$ cat src/rtl/mem_arbiter_pkg.sv
// Shared encodings for the two-master memory bus arbiter.
package mem_arbiter_pkg;

    localparam logic [1:0] OWN_NONE = 2'b00;
    localparam logic [1:0] OWN_I    = 2'b01;
    localparam logic [1:0] OWN_D    = 2'b10;

    typedef enum logic [1:0] {
        ST_IDLE  = 2'b00,
        ST_GNT_I = 2'b01,
        ST_GNT_D = 2'b10
    } state_t;

    function automatic logic [1:0] owner_of(input state_t s);
        case (s)
            ST_GNT_I: owner_of = OWN_I;
            ST_GNT_D: owner_of = OWN_D;
            default:  owner_of = OWN_NONE;
        endcase
    endfunction

endpackage

$ cat src/rtl/mem_arb_timeout.sv
// Stall counter for the granted master; pulses err for one cycle when the
// memory leaves a strobed access unacknowledged for TIMEOUT_CYC cycles.
module mem_arb_timeout #(
    parameter int unsigned TIMEOUT_CYC = 255
) (
    input  logic clk,
    input  logic rst,
    input  logic active,
    input  logic stb,
    input  logic akn,
    output logic err
);

    localparam int unsigned CW = $clog2(TIMEOUT_CYC + 1);
    localparam logic [CW-1:0] LAST = CW'(TIMEOUT_CYC - 1);

    logic [CW-1:0] cnt;

    always_ff @(posedge clk or negedge rst) begin
        if (!rst) begin
            cnt <= '0;
            err <= 1'b0;
        end else begin
            err <= 1'b0;
            if (!active || akn) begin
                cnt <= '0;
            end else if (stb) begin
                // The stalled cycle that brings the count to TIMEOUT_CYC raises err.
                if (cnt == LAST) begin
                    cnt <= '0;
                    err <= 1'b1;
                end else begin
                    cnt <= cnt + 1'b1;
                end
            end
        end
    end

endmodule

$ cat src/rtl/mem_arbiter.sv
// Round-robin arbiter sharing one memory bus between fetch (I) and load/store (D).
// Optional access timeout is compiled in with MEM_ARB_TIMEOUT_EN.
module mem_arbiter
    import mem_arbiter_pkg::*;
#(
    parameter int unsigned AW          = 32,
    parameter int unsigned DW          = 32,
    parameter int unsigned TIMEOUT_CYC = 255
) (
    input  logic            clk,
    input  logic            rst,
    input  logic            i_cyc,
    input  logic            i_stb,
    input  logic [AW-1:0]   i_addr,
    output logic            i_akn,
    output logic            i_err,
    output logic [DW-1:0]   i_rdata,
    input  logic            d_cyc,
    input  logic            d_stb,
    input  logic            d_we,
    input  logic [DW/8-1:0] d_sel,
    input  logic [AW-1:0]   d_addr,
    input  logic [DW-1:0]   d_wdata,
    output logic            d_akn,
    output logic            d_err,
    output logic [DW-1:0]   d_rdata,
    output logic            m_cyc,
    output logic            m_stb,
    output logic            m_we,
    output logic [DW/8-1:0] m_sel,
    output logic [AW-1:0]   m_addr,
    output logic [DW-1:0]   m_wdata,
    input  logic            m_akn,
    input  logic [DW-1:0]   m_rdata,
    output logic [1:0]      owner
);

    state_t     state;
    logic [1:0] last_owner;
    logic       tmo_err;

    // Grant FSM; owner is registered alongside the state.
    always_ff @(posedge clk or negedge rst) begin
        if (!rst) begin
            state      <= ST_IDLE;
            owner      <= OWN_NONE;
            last_owner <= OWN_I;
        end else begin
            case (state)
                ST_IDLE: begin
                    if (i_cyc && (!d_cyc || last_owner == OWN_D)) begin
                        state <= ST_GNT_I;
                        owner <= owner_of(ST_GNT_I);
                    end else if (d_cyc) begin
                        state <= ST_GNT_D;
                        owner <= owner_of(ST_GNT_D);
                    end
                end
                ST_GNT_I: begin
                    if (!i_cyc) begin
                        state      <= ST_IDLE;
                        owner      <= OWN_NONE;
                        last_owner <= OWN_I;
                    end
                end
                ST_GNT_D: begin
                    if (!d_cyc) begin
                        state      <= ST_IDLE;
                        owner      <= OWN_NONE;
                        last_owner <= OWN_D;
                    end
                end
                default: begin
                    state <= ST_IDLE;
                    owner <= OWN_NONE;
                end
            endcase
        end
    end

    // Forward path follows the registered owner; everything is zero when idle.
    always_comb begin
        m_cyc   = 1'b0;
        m_stb   = 1'b0;
        m_we    = 1'b0;
        m_sel   = '0;
        m_addr  = '0;
        m_wdata = '0;
        case (owner)
            OWN_I: begin
                m_cyc  = i_cyc;
                m_stb  = i_stb;
                m_sel  = '1;
                m_addr = i_addr;
            end
            OWN_D: begin
                m_cyc   = d_cyc;
                m_stb   = d_stb;
                m_we    = d_we;
                m_sel   = d_sel;
                m_addr  = d_addr;
                m_wdata = d_wdata;
            end
            default: ;
        endcase
    end

`ifdef MEM_ARB_TIMEOUT_EN
    mem_arb_timeout #(
        .TIMEOUT_CYC (TIMEOUT_CYC)
    ) u_timeout (
        .clk    (clk),
        .rst    (rst),
        .active (state != ST_IDLE),
        .stb    (m_stb),
        .akn    (m_akn),
        .err    (tmo_err)
    );
`else
    // Keeps TIMEOUT_CYC referenced when the timeout logic is compiled out.
    assign tmo_err = 1'b0 & (TIMEOUT_CYC == 0);
`endif

    // Read data is broadcast; only the owner's akn qualifies it.
    assign i_rdata = m_rdata;
    assign d_rdata = m_rdata;
    assign i_akn   = (owner == OWN_I) && m_akn && !tmo_err;
    assign d_akn   = (owner == OWN_D) && m_akn && !tmo_err;
    assign i_err   = (owner == OWN_I) && tmo_err;
    assign d_err   = (owner == OWN_D) && tmo_err;

endmodule

$ cat config.mk
export PLATFORM = sky130hd
export DESIGN_NAME = mem_arbiter
export DESIGN_NICKNAME = d
export VERILOG_FILES = /design/src/rtl/mem_arbiter_pkg.sv /design/src/rtl/mem_arb_timeout.sv /design/src/rtl/mem_arbiter.sv
export SDC_FILE = /design/constraint.sdc
export NUM_CORES = 1
export LEC_CHECK = 0
export ABC_CLOCK_PERIOD_IN_PS = 1720
export CORE_AREA = 4 4 106 108
export DETAILED_ROUTE_END_ITERATION = 10
export DIE_AREA = 0 0 110 112
export GPL_TIMING_DRIVEN = 0
export SETUP_SLACK_MARGIN = 0.05
export SYNTH_ARGS = -nofsm -noshare
export SYNTH_HDL_FRONTEND = slang
export SYNTH_SLANG_ARGS = --single-unit
export TNS_END_PERCENT = 100
$ cat constraint.sdc
create_clock -name clk -period 1.72 [get_ports clk]
set_input_delay 0.43 -clock clk [delete_from_list [all_inputs] [get_ports clk]]
set_output_delay 0.43 -clock clk [all_outputs]
set_load 0.05 [all_outputs]
==> metrics.txt, run 1 <==
status finished, violations left; violated checks negative setup slack; Detailed Routing Iterations Pass 1 3; Power Density 1730 nW/um^2; synth unique cells 28; total CTS buffers 3; layout cells sized above 1 60.6%; placed cell areas 4780 um^2; endpoints failing hold 0; CTS tree built; Mapped Area 1650 um^2; switching pwr 4.75 mW; ys async rst share 100%; final setup vio count 73; Tcrit/Tclk final 119%; clk_lat worst skew 0.22 ns; DRC errors left 0; clk slew on worst S/H paths 0.04 ns; Leakage 2.46 nW; clock tree buffer depth 2; CP required 1.29 ns; r2r endpoint last_owner[0]; first-pass GRT wire length 13.9 mm; Crit. End Element output pin; register bit total from synthesis 4; die area 12300 um^2; half-perimeter wire length after placement 7.91 mm; die height 112 um; Sw Ratio 49.2%; final worst setup slack -0.327 ns; Max Fclk 0.489 GHz; Post-Syn Instances 225; GRT Total Usage 14.2%; Clock Sinks 4; RePlAce Congestion 0.813; pin count of the biggest net entering global routing 11; Die W 110 um; WL/cell 15.4 um; RSZ-0062 raised after global routing true; Worst Setup Path Type register to output pin; # port buffers 246; CTS root buf clkbuf_8; Comb pwr share 95.6%; slew of the pin with the lowest slew margin 0.531 ns; core area 10200 um^2; highest cell delay on the worst timing path 0.41 ns; Worst R2R Path Depth 8; Vias/cell 3.92; Tmin final 2.05 ns; Starting Density 16.2%; P_int 4.90 mW; vias 2468; synth warn 0; n_diodes 0; fin area 5580 um^2; # rows 37; fin. max-slew vios 0; number of H-tree levels 1; power share of the clock group 2.2%; CP max stage cell dfrtp_2; 1st-iter DRT viols 98; I/O pin count 281; crit-path max FO 7; Antenna Nets Post-Route 0; P&R area growth vs syn 238%; max cap viols 0; Routed WL 9.66 mm; Mapped Avg Cell Area 7.35 um^2; Post-layout nets 638; initial antenna violation count 0; vias in the first global route 2696; EDFF count, synth 0; Startpoint Class register; reg-to-reg slack, setup 0.15 ns; grt ovf 0; clock skew 0.00787 ns; HP Class input pin to asynchronous set/reset pin; r2r startpoint state[1]; post-synthesis sequential area ratio 6.13%; Slew HR 64.8%; Critical Path AT 1.62 ns; prevailing post-synth register cell dfrtp_1; Final TNS setup -19.77 ns; Sequential Power Share 2.2%; crit-path cells inv_4, ha_4, buf_8, clkbuf_16, a22oi_2, nor2b_4, buf_6; worst vdd ir 0.985 mV
==> cell usage after synthesis, types with 2 or more instances <==
library cell,number,area share (%)
a21oi_1,6,1.8
inv_1,3,0.68
nand3b_1,2,0.91
buf_2,7,2.1
buf_6,2,1.4
buf_4,70,32
dfrtp_1,3,4.5
a21oi_2,2,1.1
ha_1,4,3.0
nor2b_1,39,15
and2_1,35,13
a22oi_1,33,15
clkbuf_1,4,0.91
==> per-layer routing <==
layer	GRT usage, %	vias up	routed length (um)
li1	-	1223	-
met1	14.8	1099	3280
met2	27.4	135	5350
met3	4.00	11	897
met4	2.74	0	135
met5	0	-	0
==> flip-flops by register name (all words and copies together) (netlist names) <==
name	count
last_owner	2
state	2
==> kinds of logic (layout without fill, tap and decap cells) <==
family	after synthesis	in the layout	synth area share, %
buffers and inverters	86	353	36.9
and+or+nand+nor	82	82	31.8
AOI/OAI and AO/OA	47	47	21.3
adders and majority gates	4	4	3.03
DFF	4	4	6.13
other	1	2	0.227
muxes	1	1	0.606
==> power groups by stage <==
stage                     combinational [mW]  clock, mW  sequential (mW)
final                                   9.22      0.212            0.215
after global routing                    9.66      0.235            0.225
after CTS                               8.77      0.221            0.202
after detailed placement                7.29          0            0.193
after global placement                  7.25          0            0.193
after floorplan                         5.28          0            0.265
==> cell type report <==
type / count / area, um^2
tap: 136 / 170
clock buffer: 4 / 45.0
inverter: 3 / 16.3
fill: 921 / 4650
buffer: 83 / 793
multi-input combinational: 136 / 1570
timing repair buffer: 263 / 2890
sequential: 4 / 104
==> worst max-delay path: cells and delay by family, from the launching register on <==
kind	cells	cell delay (ns)
simple gates	1	0.06
buf+inv	4	0.53
fa+ha+maj	1	0.16
flops	1	0.41
compound gates	1	0.22
==> layout by cell type, fill, tap and decap left out, types with 4 or more instances in the layout <==
master	count
clkdlybuf4s50_1	107
buf_4	72
dlygate4sd2_1	66
buf_8	43
buf_6	39
nor2b_4	38
a22oi_2	32
and2_4	28
buf_12	10
and2_2	7
clkbuf_16	6
clkbuf_8	5
a21oi_4	4
ha_4	4
==> worst max path at each step <==
stage | startpoint | to | slack (ns) | cells past startpoint
after global placement | i_cyc | m_cyc | -0.89 | 4
final | state[0] | m_stb | -0.33 | 7
after detailed placement | i_cyc | m_cyc | -0.89 | 4
after floorplan | state[0] | m_addr[0] | -0.22 | 5
after global routing | state[0] | m_stb | -0.40 | 7
after CTS | state[0] | m_addr[29] | -0.32 | 7
==> what timing repair did <==
item	4_1_cts	5_1_grt
hold buffers	0	0
cloned	3	5
endpoints found under the hold margin	0	0
pin swaps	14	14
buffers inserted	9	0
gates resized for setup	672	20
setup endpoints to repair	139	75
==> per-stage QoR <==
stage / worst slack (ns) / hold WS (ns) / power, mW / std cells / util, %
after detailed placement: -0.888 / 0.573 / 7.49 / 608 / 46.7
after CTS: -0.316 / 0.424 / 9.20 / 624 / 52.4
after global placement: -0.888 / 0.580 / 7.44 / 608 / 46.7
after floorplan: -0.216 / 0.134 / 5.55 / 226 / -
final: -0.327 / 0.421 / 9.64 / 629 / 54.5
after global routing: -0.403 / 0.419 / 10.1 / 629 / 54.5
Note: power is estimated with default switching activity, not from simulation.
==> run 2, diff against run 1 <==
--- a/config.mk
+++ b/config.mk
@@ -7,9 +7,11 @@
 export LEC_CHECK = 0
 export ABC_CLOCK_PERIOD_IN_PS = 1720
 export CORE_AREA = 4 4 106 108
+export CTS_BUF_LIST = sky130_fd_sc_hd__clkbuf_4 sky130_fd_sc_hd__clkbuf_8
 export DETAILED_ROUTE_END_ITERATION = 10
 export DIE_AREA = 0 0 110 112
 export GPL_TIMING_DRIVEN = 0
+export PLACE_DENSITY_LB_ADDON = 0.05
 export SETUP_SLACK_MARGIN = 0.05
 export SYNTH_ARGS = -nofsm -noshare
 export SYNTH_HDL_FRONTEND = slang
==> metrics.txt, run 2 (synthesis gave the netlist of run 1 again) <==
status finished, violations left; violated checks negative setup slack; Critical Path AT 1.59 ns (-0.03 ns); highest cell delay on the worst timing path 0.43 ns (+0.02 ns); final setup vio count 73 (unchanged); Worst R2R Path Depth 8 (unchanged); grt ovf 0 (unchanged); I/O pin count 281 (unchanged); # port buffers 246 (unchanged); vias 2517 (+2.0%); Leakage 2.49 nW (+1.4%); vias in the first global route 2780 (+3.1%); half-perimeter wire length after placement 7.83 mm (-0.99%); fin. max-slew vios 0 (unchanged); r2r endpoint state[1]; Clock Sinks 4 (unchanged); RSZ-0062 raised after global routing true; P&R area growth vs syn 240%; Sequential Power Share 2.2% (about the same); number of H-tree levels 1 (unchanged); RePlAce Congestion 0.762 (-6.3%); Post-layout nets 647 (+1.4%); crit-path cells inv_4, ha_4, buf_12, clkbuf_16, nor2b_4, buf_8; DRC errors left 0 (unchanged); Sw Ratio 48.9% (-0.36 points); clk slew on worst S/H paths 0.04 ns (about the same); sum of buffers and inverters on the critical path 4 (unchanged); Routed WL 9.39 mm (-2.8%); clock tree buffer depth 2 (unchanged); Tmin final 2.02 ns (-0.0228 ns); pin count of the biggest net entering global routing 11 (unchanged); P_int 4.99 mW (+1.9%); Vias/cell 3.95 (+0.55%); Starting Density 16.2% (unchanged); most common cell after layout, fill and taps aside clkdlybuf4s50_1; WL/cell 14.7 um (-4.2%); power share of the clock group 2.4% (+0.2 points); die area 12300 um^2 (unchanged); CTS root buf clkbuf_8; Antenna Nets Post-Route 0 (unchanged); core area 10200 um^2 (unchanged); Comb pwr share 95.4% (-0.2 points); r2r startpoint state[1]; Power Density 1740 nW/um^2 (+0.60%); Largest delay share family, worst path buffers and inverters; total CTS buffers 3 (unchanged); Final Total Pwr 9.76 mW (+1.2%); crit-path max FO 7 (unchanged); Worst Setup Path Type register to output pin; final worst setup slack -0.304 ns (+0.0228 ns); layout cells sized above 1 62.2% (+1.5 points); HP Class input pin to asynchronous set/reset pin; Max Fclk 0.494 GHz (+1.1%); CP max stage cell dfrtp_2; Crit. End Element output pin; Startpoint Class register; clk_lat worst skew 0.22 ns (about the same); Filler cells 904 (-1.8%); CP required 1.29 ns (about the same); n_diodes 0 (unchanged); 1st-iter DRT viols 50 (-49%); GRT Total Usage 14.2% (+0.079 points); first-pass GRT wire length 14.0 mm (+0.70%); Die W 110 um (unchanged); worst vdd ir 0.717 mV (-27%); die height 112 um (unchanged); Slew HR 66.4% (+1.6 points); endpoints failing hold 0 (unchanged); switching pwr 4.77 mW (+0.46%); max cap viols 0 (unchanged); initial antenna violation count 0 (unchanged); reg-to-reg slack, setup 0.07 ns (-0.08 ns); CTS tree built; Tcrit/Tclk final 118% (-1.3 points); clock skew 0.00404 ns (-0.00383 ns); biggest registers after layout last_owner x2, state x2; most frequent cells in the layout 106 x clkdlybuf4s50_1, 81 x buf_4, 64 x dlygate4sd2_1; Core Util, Final 54.9% (+0.33 points); # rows 37 (unchanged); Detailed Routing Iterations Pass 1 4 (+1); dpl ws -0.900 ns (-0.0121 ns); slew of the pin with the lowest slew margin 0.506 ns (-0.0244 ns)
==> run 2: cell count changes in the layout (fill, tap and decap cells not counted), moves of 2 or more <==
cell | before | now
buf_4 | 72 | 81
buf_8 | 43 | 49
clkbuf_16 | 6 | 2
clkdlybuf4s15_2 | 0 | 2
dlygate4sd2_1 | 66 | 64
==> run 2: timing repair <==
item                                    in CTS  in global routing
buffers inserted                            19                  1
pin swaps                                   23                 13
endpoints found under the setup margin     139                 76
resized for setup                          695                 19
hold buffers                                 0                  0
gates cloned                                 6                  0
==> run 2: layer usage <==
layer | up-vias | share of wire [%] | GRT usage, %
li1 | 1239 | - | -
met1 | 1137 | 32 | 14.4
met2 | 135 | 58 | 28.6
met3 | 6 | 10 | 4.17
met4 | 0 | 0.53 | 1.66
met5 | - | 0 | 0
==> run 2: worst reg2reg max path, cell delays in order, from the launching register on <==
cell	delay (ns)
dfrtp_2	0.43
inv_4	0.07
ha_4	0.16
buf_12	0.15
buf_6	0.12
a22oi_4	0.21
buf_6	0.14
a21oi_2	0.04
a41o_1	0.21
==> run 2: layout make-up <==
type	instances	area, um^2	share of cell area, %
buffer	83	800	14.2
clock buffer	4	48.8	0.869
inverter	3	16.3	0.290
multi-input combinational	136	1560	27.8
sequential	4	104	1.85
tap	136	170	3.03
timing repair buffer	272	2910	51.9
==> run 2: how the worst max path moves through the flow <==
stage	start	endpoint	slack, ns	cells past startpoint
2_1_floorplan	state[0]	m_addr[0]	-0.22	5
3_3_place_gp	i_cyc	m_cyc	-0.90	4
3_5_place_dp	i_cyc	m_cyc	-0.90	4
4_1_cts	state[1]	m_addr[8]	-0.31	6
5_1_grt	state[0]	m_addr[8]	-0.36	7
6_report	state[1]	m_addr[8]	-0.30	6
==> run 2: metrics by stage <==
step           hold WS (ns)  setup TNS (ns)  cells  instance area, um^2
2_1_floorplan         0.134           -8.79    226                 2150
3_3_place_gp          0.597          -56.91    608                 4780
3_5_place_dp          0.590          -56.54    608                 4780
4_1_cts               0.427          -18.24    637                 5540
5_1_grt               0.440          -22.01    638                 5610
6_report              0.418          -17.79    638                 5610
==> run 2: power by group through the flow <==
stage	clock, mW	combinational [mW]	sequential (mW)
global placement	0	7.28	0.195
CTS	0.237	9.18	0.216
detailed placement	0	7.30	0.198
floorplan	0	5.28	0.265
global route	0.241	9.74	0.226
finish	0.233	9.31	0.217
